==> src/rtl/dmem_pkg.sv <==
// Shared types and constants for the data-memory responder.
// Optional byte-enable support is selected with the DMEM_BYTE_EN macro.
package dmem_pkg;

    localparam int WORD_W = 32;

    // Bit positions inside the error-cause vector, kept for debug visibility.
    localparam int ERR_MISALIGN = 0;
    localparam int ERR_RANGE    = 1;
    localparam int ERR_W        = 2;

    typedef enum logic [1:0] {
        IDLE = 2'd0,
        WAIT = 2'd1,
        RESP = 2'd2
    } state_e;

endpackage : dmem_pkg

==> src/rtl/dmem_array.sv <==
// Word-organised storage: synchronous write with a per-byte mask, combinational read.
// Contents are never reset.
module dmem_array
    import dmem_pkg::*;
#(
    parameter int DEPTH_WORDS = 128,
    parameter int AW          = $clog2(DEPTH_WORDS)
) (
    input  logic              clk_i,
    input  logic              we_i,
    input  logic [3:0]        wmask_i,
    input  logic [AW-1:0]     addr_i,
    input  logic [WORD_W-1:0] wdata_i,
    output logic [WORD_W-1:0] rdata_o
);

    logic [WORD_W-1:0] mem_q [DEPTH_WORDS];

    // Write only the byte lanes selected by the mask.
    always_ff @(posedge clk_i) begin
        if (we_i) begin
            for (int b = 0; b < 4; b++) begin
                if (wmask_i[b]) begin
                    mem_q[addr_i][8*b +: 8] <= wdata_i[8*b +: 8];
                end
            end
        end
    end

    assign rdata_o = mem_q[addr_i];

endmodule : dmem_array

==> src/rtl/dmem_responder.sv <==
// Responder end of the CPU data-memory request interface.
// Serves one load or store at a time after WAIT_STATES wait cycles.
// Define DMEM_BYTE_EN to add the be_i port and byte-masked stores.
module dmem_responder
    import dmem_pkg::*;
#(
    parameter int DEPTH_WORDS = 128,
    parameter int WAIT_STATES = 2
) (
    input  logic              clk_i,
    input  logic              rst_i,
    input  logic              req_i,
    input  logic              we_i,
    input  logic [31:0]       addr_i,
    input  logic [31:0]       wdata_i,
`ifdef DMEM_BYTE_EN
    input  logic [3:0]        be_i,
`endif
    output logic              ack_o,
    output logic [31:0]       rdata_o,
    output logic              err_o
);

    localparam int          AW         = $clog2(DEPTH_WORDS);
    localparam logic [31:0] BYTE_LIMIT = 32'(DEPTH_WORDS * 4);

    state_e            state_q;
    logic [3:0]        cnt_q;
    logic              we_q;
    logic [31:0]       addr_q;
    logic [WORD_W-1:0] wdata_q;
`ifdef DMEM_BYTE_EN
    logic [3:0]        be_q;
`endif

    logic [ERR_W-1:0]  errCause;
    logic              isErr;
    logic [3:0]        wmask;
    logic              memWe;
    logic [AW-1:0]     wordIdx;
    logic [WORD_W-1:0] memRdata;

    // Request capture, wait-state countdown and one-cycle response sequencing.
    always_ff @(posedge clk_i or negedge rst_i) begin
        if (!rst_i) begin
            state_q <= IDLE;
            cnt_q   <= 4'd0;
            we_q    <= 1'b0;
            addr_q  <= 32'd0;
            wdata_q <= '0;
`ifdef DMEM_BYTE_EN
            be_q    <= 4'd0;
`endif
        end else begin
            case (state_q)
                IDLE: begin
                    if (req_i) begin
                        we_q    <= we_i;
                        addr_q  <= addr_i;
                        wdata_q <= wdata_i;
`ifdef DMEM_BYTE_EN
                        be_q    <= be_i;
`endif
                        cnt_q   <= 4'(WAIT_STATES);
                        state_q <= (WAIT_STATES == 0) ? RESP : WAIT;
                    end
                end
                WAIT: begin
                    cnt_q <= cnt_q - 4'd1;
                    if (cnt_q == 4'd1) begin
                        state_q <= RESP;
                    end
                end
                RESP: begin
                    state_q <= IDLE;
                end
                default: begin
                    state_q <= IDLE;
                end
            endcase
        end
    end

    // Error classification and write mask, all taken from the captured request.
    always_comb begin
        errCause = '0;
        wmask    = 4'hF;
`ifdef DMEM_BYTE_EN
        wmask                  = be_q;
        errCause[ERR_MISALIGN] = (be_q == 4'hF) && (addr_q[1:0] != 2'b00);
`else
        errCause[ERR_MISALIGN] = (addr_q[1:0] != 2'b00);
`endif
        errCause[ERR_RANGE]    = (addr_q >= BYTE_LIMIT);
    end

    assign isErr   = |errCause;
    assign wordIdx = addr_q[AW+1:2];
    assign memWe   = (state_q == RESP) && we_q && !isErr;

    dmem_array #(
        .DEPTH_WORDS (DEPTH_WORDS),
        .AW          (AW)
    ) u_array (
        .clk_i   (clk_i),
        .we_i    (memWe),
        .wmask_i (wmask),
        .addr_i  (wordIdx),
        .wdata_i (wdata_q),
        .rdata_o (memRdata)
    );

    assign ack_o   = (state_q == RESP);
    assign err_o   = ack_o && isErr;
    assign rdata_o = (ack_o && !we_q && !isErr) ? memRdata : 32'd0;

endmodule : dmem_responder

==> config.mk <==
export PLATFORM = sky130hd
export DESIGN_NAME = dmem_responder
export DESIGN_NICKNAME = d
export VERILOG_FILES = /design/src/rtl/dmem_pkg.sv /design/src/rtl/dmem_array.sv /design/src/rtl/dmem_responder.sv
export SDC_FILE = /design/constraint.sdc
export NUM_CORES = 2
export LEC_CHECK = 0
export BUFFER_PORTS_ARGS = -buffer_cell sky130_fd_sc_hd__clkbuf_2
export CAP_MARGIN = 20
export CELL_PAD_IN_SITES_DETAIL_PLACEMENT = 0
export CELL_PAD_IN_SITES_GLOBAL_PLACEMENT = 1
export CORE_MARGIN = 2
export CORE_UTILIZATION = 52
export DETAILED_ROUTE_END_ITERATION = 12
export PLACE_DENSITY_LB_ADDON = 0.1
export SETUP_SLACK_MARGIN = 0.3
export SYNTH_ARGS = -nofsm -noshare
export SYNTH_HDL_FRONTEND = slang
export SYNTH_SLANG_ARGS = --single-unit
==> constraint.sdc <==
create_clock -name clk_i -period 7.55 [get_ports clk_i]
set_clock_uncertainty 0.2 [all_clocks]
set_input_delay 1.1325 -clock clk_i [delete_from_list [all_inputs] [get_ports clk_i]]
set_output_delay 1.1325 -clock clk_i [all_outputs]
set_load 0.1 [all_outputs]
* Word-level counts from Yosys, hierarchy flattened
Memory sizes are Yosys's and may differ from the RTL's.
Cells that the tools add are included.
** Word-level totals
- Memories kept :: 1
- Register bits after elaboration :: 71
- Bits of input ports :: 68
- RAM bits :: 4096
** Memories
- u_array.mem_q :: words 128, width 32, read ports 1, clocked after memory_dff 0, wr ports 1, line dmem_array.sv:17 : logic [WORD_W-1:0] mem_q [DEPTH_WORDS];
** Operators by class
- Reduce and logical (&&, ||, !) cells :: 14
- Add/sub/neg operators :: 1
- Magnitude comparators :: 1
- Eq/ne operators :: 5
- Muxes and demuxes :: 8
** Operators by type and width (number)
- $ge A32 B10 Y1 const B :: 1
- $mux W32 :: 1
- $pmux W4 S2 :: 1
- $reduce_and A2 Y1 :: 3
- $logic_and A1 B1 Y1 :: 5
- $eq A4 B1 Y1 const B :: 1
- $mux W2 :: 2
- $mux W4 :: 1
- $ne A2 B2 Y1 const B :: 2
- $pmux W2 S2 :: 1
- $reduce_bool A2 Y1 :: 2
- $sub A4 B1 Y4 const B :: 1
- $eq A2 B1 Y1 const B :: 1
- $eq A2 B2 Y1 const B :: 1
- $logic_not A1 Y1 :: 2
- $logic_not A2 Y1 :: 1
- $mux W1 :: 2
- $reduce_or A2 Y1 :: 1

* Logic depth before layout (Yosys ltp)
- Word-level depth :: 6
- Depth in mapped cells :: 14
- Depth with buffers taken out :: 7

* Hierarchy
A second synthesis with hierarchy kept.
** Second synthesis, totals
- Cells, all modules :: 9823
- Area, all modules :: 161452.3 sq um
** By module, submodules not included
- dmem_array :: area an instance 158046.6 sq um, cells each 9568, seq. area each 122998.0 sq um, instances 1
- dmem_responder :: area an instance 3405.8 sq um, cells each 255, seq. area each 1776.7 sq um, instances 1

* Worst setup path before layout
OpenSTA, ideal clock, no wires.
- Kind :: flip-flop to output port
- Start :: reg state_q[0]
- End :: out rdata_o[19]
- Stages on the path, launching flop included :: 7
- Path slack :: -1152 ps
- Data arrival time :: 7369 ps
- Cell sequence :: dfrtp_1 nor2b_1 nand4b_1 clkbuf_1 a31oi_1 o21ai_0 a2111oi_0
** Between the ends
- Longest elaborated chain between the ends :: 4
** Ends and longest elaborated chain
- start, declared :: line dmem_responder.sv:27 : state_e state_q;
- start signal, assigned :: line dmem_responder.sv:65 : state_q <= (WAIT_STATES == 0) ? RESP : WAIT;
- $eq A2 B2 Y1 :: line dmem_responder.sv:113 : assign ack_o = (state_q == RESP);
- net ack_o :: line dmem_responder.sv:19 : output logic ack_o,
- $logic_and A1 B1 Y1 (2 in a row) :: line dmem_responder.sv:115 : assign rdata_o = (ack_o && !we_q && !isErr) ? memRdata : 32'd0;
- $mux W32 :: line dmem_responder.sv:115
- end, declared :: line dmem_responder.sv:20 : output logic [31:0] rdata_o,
The timed path passes the listed nets, and every way through them passes these cells.

* Worst setup path after layout
- Start :: reg addr_q[2]
- End :: out rdata_o[17]
** Between the ends
- Longest elaborated chain between the ends :: 5
** Ends and longest elaborated chain
- start, declared :: line dmem_responder.sv:30 : logic [31:0] addr_q;
- start signal, assigned :: line dmem_responder.sv:59 : addr_q <= addr_i;
- $ge A32 B10 Y1 :: line dmem_responder.sv:94 : errCause[ERR_RANGE] = (addr_q >= BYTE_LIMIT);
- $reduce_or A2 Y1 :: line dmem_responder.sv:97 : assign isErr = |errCause;
- $logic_not A1 Y1 :: line dmem_responder.sv:115
- $logic_and A1 B1 Y1 :: line dmem_responder.sv:115
- $mux W32 * :: line dmem_responder.sv:115
Every way passes the cells marked *; elsewhere a longest branch is shown, timed or not.

==> flow_summary.ini <==
[clock_network]
cts_tree = built
insertion_delay_ps = 970
path_clk_slew_ps = 60
cts-htree-levels = 5
cts_buffers = 423
cts-root-buf = clkbuf_16
clock-sinks = 4167
cts_buffer_depth = 4

[floorplan]
num_io_pins = 102
die_h_um = 558
core_area_um2 = 305000
die_x_um = 558
dieArea_um2 = 311000
start_util_pct = 52.2
row_count = 203

[timing]
rsz0062_at_grt = no
hold_violations = 0
fin_crit_ps = 7250
fin_crit_sh_pct = 96.0
fmax_mhz = 138
holdWs_ps = 160
worst_pin_slew_ps = 1270
slew_headroom_pct = 14.5
layout_setup_ws_ps = 304
setup_viol = 0
drv_slew = 0
fin_tns_setup_ps = 0

[power]
p_per_area_nw_per_um2 = 412
clockPowerShare_pct = 27.7
switching_share_pct = 37.1
p_seq_share_pct = 41.2
switching_power_mw = 27.7
peakVddDrop_uv = 311
p_leak_nw = 57.2
comb_power_share_pct = 31.1
total_power_mw = 74.8
internal_power_mw = 47.0

[drt]
drt_wl_total_mm = 553
avgViaCountPerCell = 6.96
vias = 93300
route.detailed.drc = 0
post_drt_wl_per_cell_um = 41.3
drtPass1Iterations = 6
first_iter_violations = 16500
postRouteAntennaNets = 0

[logic_synthesis]
yosys.cell_count.top_type = edfxtp_1
syn_area_per_cell_um2 = 18.8
synth_edf_count = 4096
synth_cell_type_count = 85
yosysTopAreaCellShare_pct = 77.2
synthArstFlopShare_pct = 1.70
synth_nets = 8559
synth_top_cell_by_area = edfxtp_1
syn-instance-count = 8489
ys_seq_elements = 4167
synth_area_um2 = 159000
synth_area_leaders = edfxtp_1, mux4_2, o22ai_1
yosysWarnings = 0
ys_top_cells_by_count = edfxtp_1, o22ai_1, o21ai_0
seq_area_frac_synth_pct = 78.3
synthFlopType = edfxtp_1

[finish]
final_area_um2 = 182000
syn2layout_area_growth_pct = 14.0
fin_nets = 9020
drive_gt1_share_pct = 21.0

[hold_path]
hold_depth = 3
holdCritPathClass = primary input to register

[placement]
post-place-ws_ps = 428
place_area_um2 = 168000
port_buffers = 101
hpwl_mm = 325
routabilityCongestion = 0.918

[worst_setup_path]
startpoint_type = register
critPathCaptureType = output pin
worstSetupPathType = register to output pin
cp_data_arrival_time_ps = 5910
r2r_slack_ps = 2200
crit_fanout = 69
worst_r2r_path_depth = 8
cp.required_ps = 6220

[global_route]
grt_pass1_wl_mm = 748
groute.usage.overall_pct = 35.2
grt_max_degree = 114
overflow = 0
grt_pass1_vias = 88300
antenna_found_initial = 40

[job]
max_cap_viol_count = 0

[run_status]
status = finished, final reports clean
-- cell type report --
class	instances	area (µm²)
Clock buffer	532	11100
Multi-Input combinational cell	3730	32300
Sequential cell	4167	125000
Tap cell	4100	5130
Fill cell	22400	124000
Clock inverter	246	2440
Inverter	10	55.1
Antenna cell	10	25.0
Timing Repair Buffer	618	5640
-- state kept, by name (all words and copies together), names as in the netlist --
register,count
u_array.mem_q,4096
state_q,2
wdata_q,32
addr_q,32
cnt_q,4
we_q,1
-- per-stage QoR --
| step | util (%) | std cells |
|---|---|---|
| floorplan | - | 8489 |
| global placement | 54.9 | 12600 |
| detailed placement | 55.0 | 12600 |
| CTS | 59.5 | 13400 |
| global route | 59.5 | 13400 |
| finish | 59.5 | 13400 |
-- logic make-up after synthesis --
group / count (synthesis) / share of synthesized area (%)
AO/OA/AOI/OAI: 1948 / 8.28
adder cells (fa/ha/maj): 2 / 0.0157
buffers and inverters: 593 / 2.25
flip-flops: 4167 / 78.3
multiplexers: 852 / 8.64
AND/OR/NAND/NOR: 927 / 2.51
-- worst paths after layout --
check                            startpoint                    to
worst max-delay path              addr_q[2]           rdata_o[17]
worst min register to register   addr_q[10]            addr_q[10]
worst min-delay path            wdata_i[25]           wdata_q[25]
worst max register to register   addr_q[13]  u_array.mem_q[88][4]
max in group asynchronous             rst_i             addr_q[3]
min in group asynchronous             rst_i            wdata_q[5]
-- timing repair --
item                                    in CTS  in global routing
gates cloned                                 0                  1
setup buffers                                1                  1
gates resized for setup                      9                  2
hold endpoints to repair                    21                  0
hold buffers                                 1                  0
endpoints found under the setup margin       6                  2
pin swaps                                    0                  1
-- power by group through the flow --
stage / combinational (mW) / clock [mW] / sequential (mW)
after floorplan: 11.2 / 0 / 31.0
after global routing: 23.7 / 21.7 / 30.8
after CTS: 22.5 / 20.8 / 30.8
final: 23.3 / 20.7 / 30.8
after global placement: 22.2 / 0 / 31.2
after detailed placement: 22.4 / 0 / 31.3
-- placed cells by master (no fill, tap or decap), types with 82 or more instances in the layout --
| cell | instances |
|---|---|
| clkinv_1 | 97 |
| mux4_2 | 282 |
| o21ai_0 | 385 |
| mux2i_1 | 262 |
| nor2_1 | 193 |
| nand2_1 | 325 |
| nor2_4 | 134 |
| clkbuf_1 | 100 |
| buf_12 | 82 |
| edfxtp_1 | 4096 |
| o22ai_1 | 587 |
| o221ai_1 | 391 |
| buf_4 | 453 |
| clkinv_2 | 83 |
| a21oi_1 | 215 |
| mux2_2 | 220 |
| nand3_1 | 96 |
| clkbuf_16 | 428 |
| mux4_1 | 88 |
| a221oi_1 | 82 |
-- routing by layer --
metal | GRT usage, % | share of wire, % | up-vias
met2 | 52.9 | 45 | 6662
met4 | 16.4 | 5.4 | 18
met1 | 48.9 | 37 | 49000
met3 | 8.72 | 12 | 1130
li1 | - | - | 36500
met5 | 0 | 0.029 | -
-- critical path, cell delays in order, from the launching register on --
cell,delay [ps]
dfrtp_4,870
nand2b_4,590
buf_12,410
o22ai_1,150
o21ai_0,540
a31oi_1,210
a41oi_2,540
o41ai_2,310
nor3_1,740
buf_4,270
buf_12,170
(Power assumes the default switching activity.)
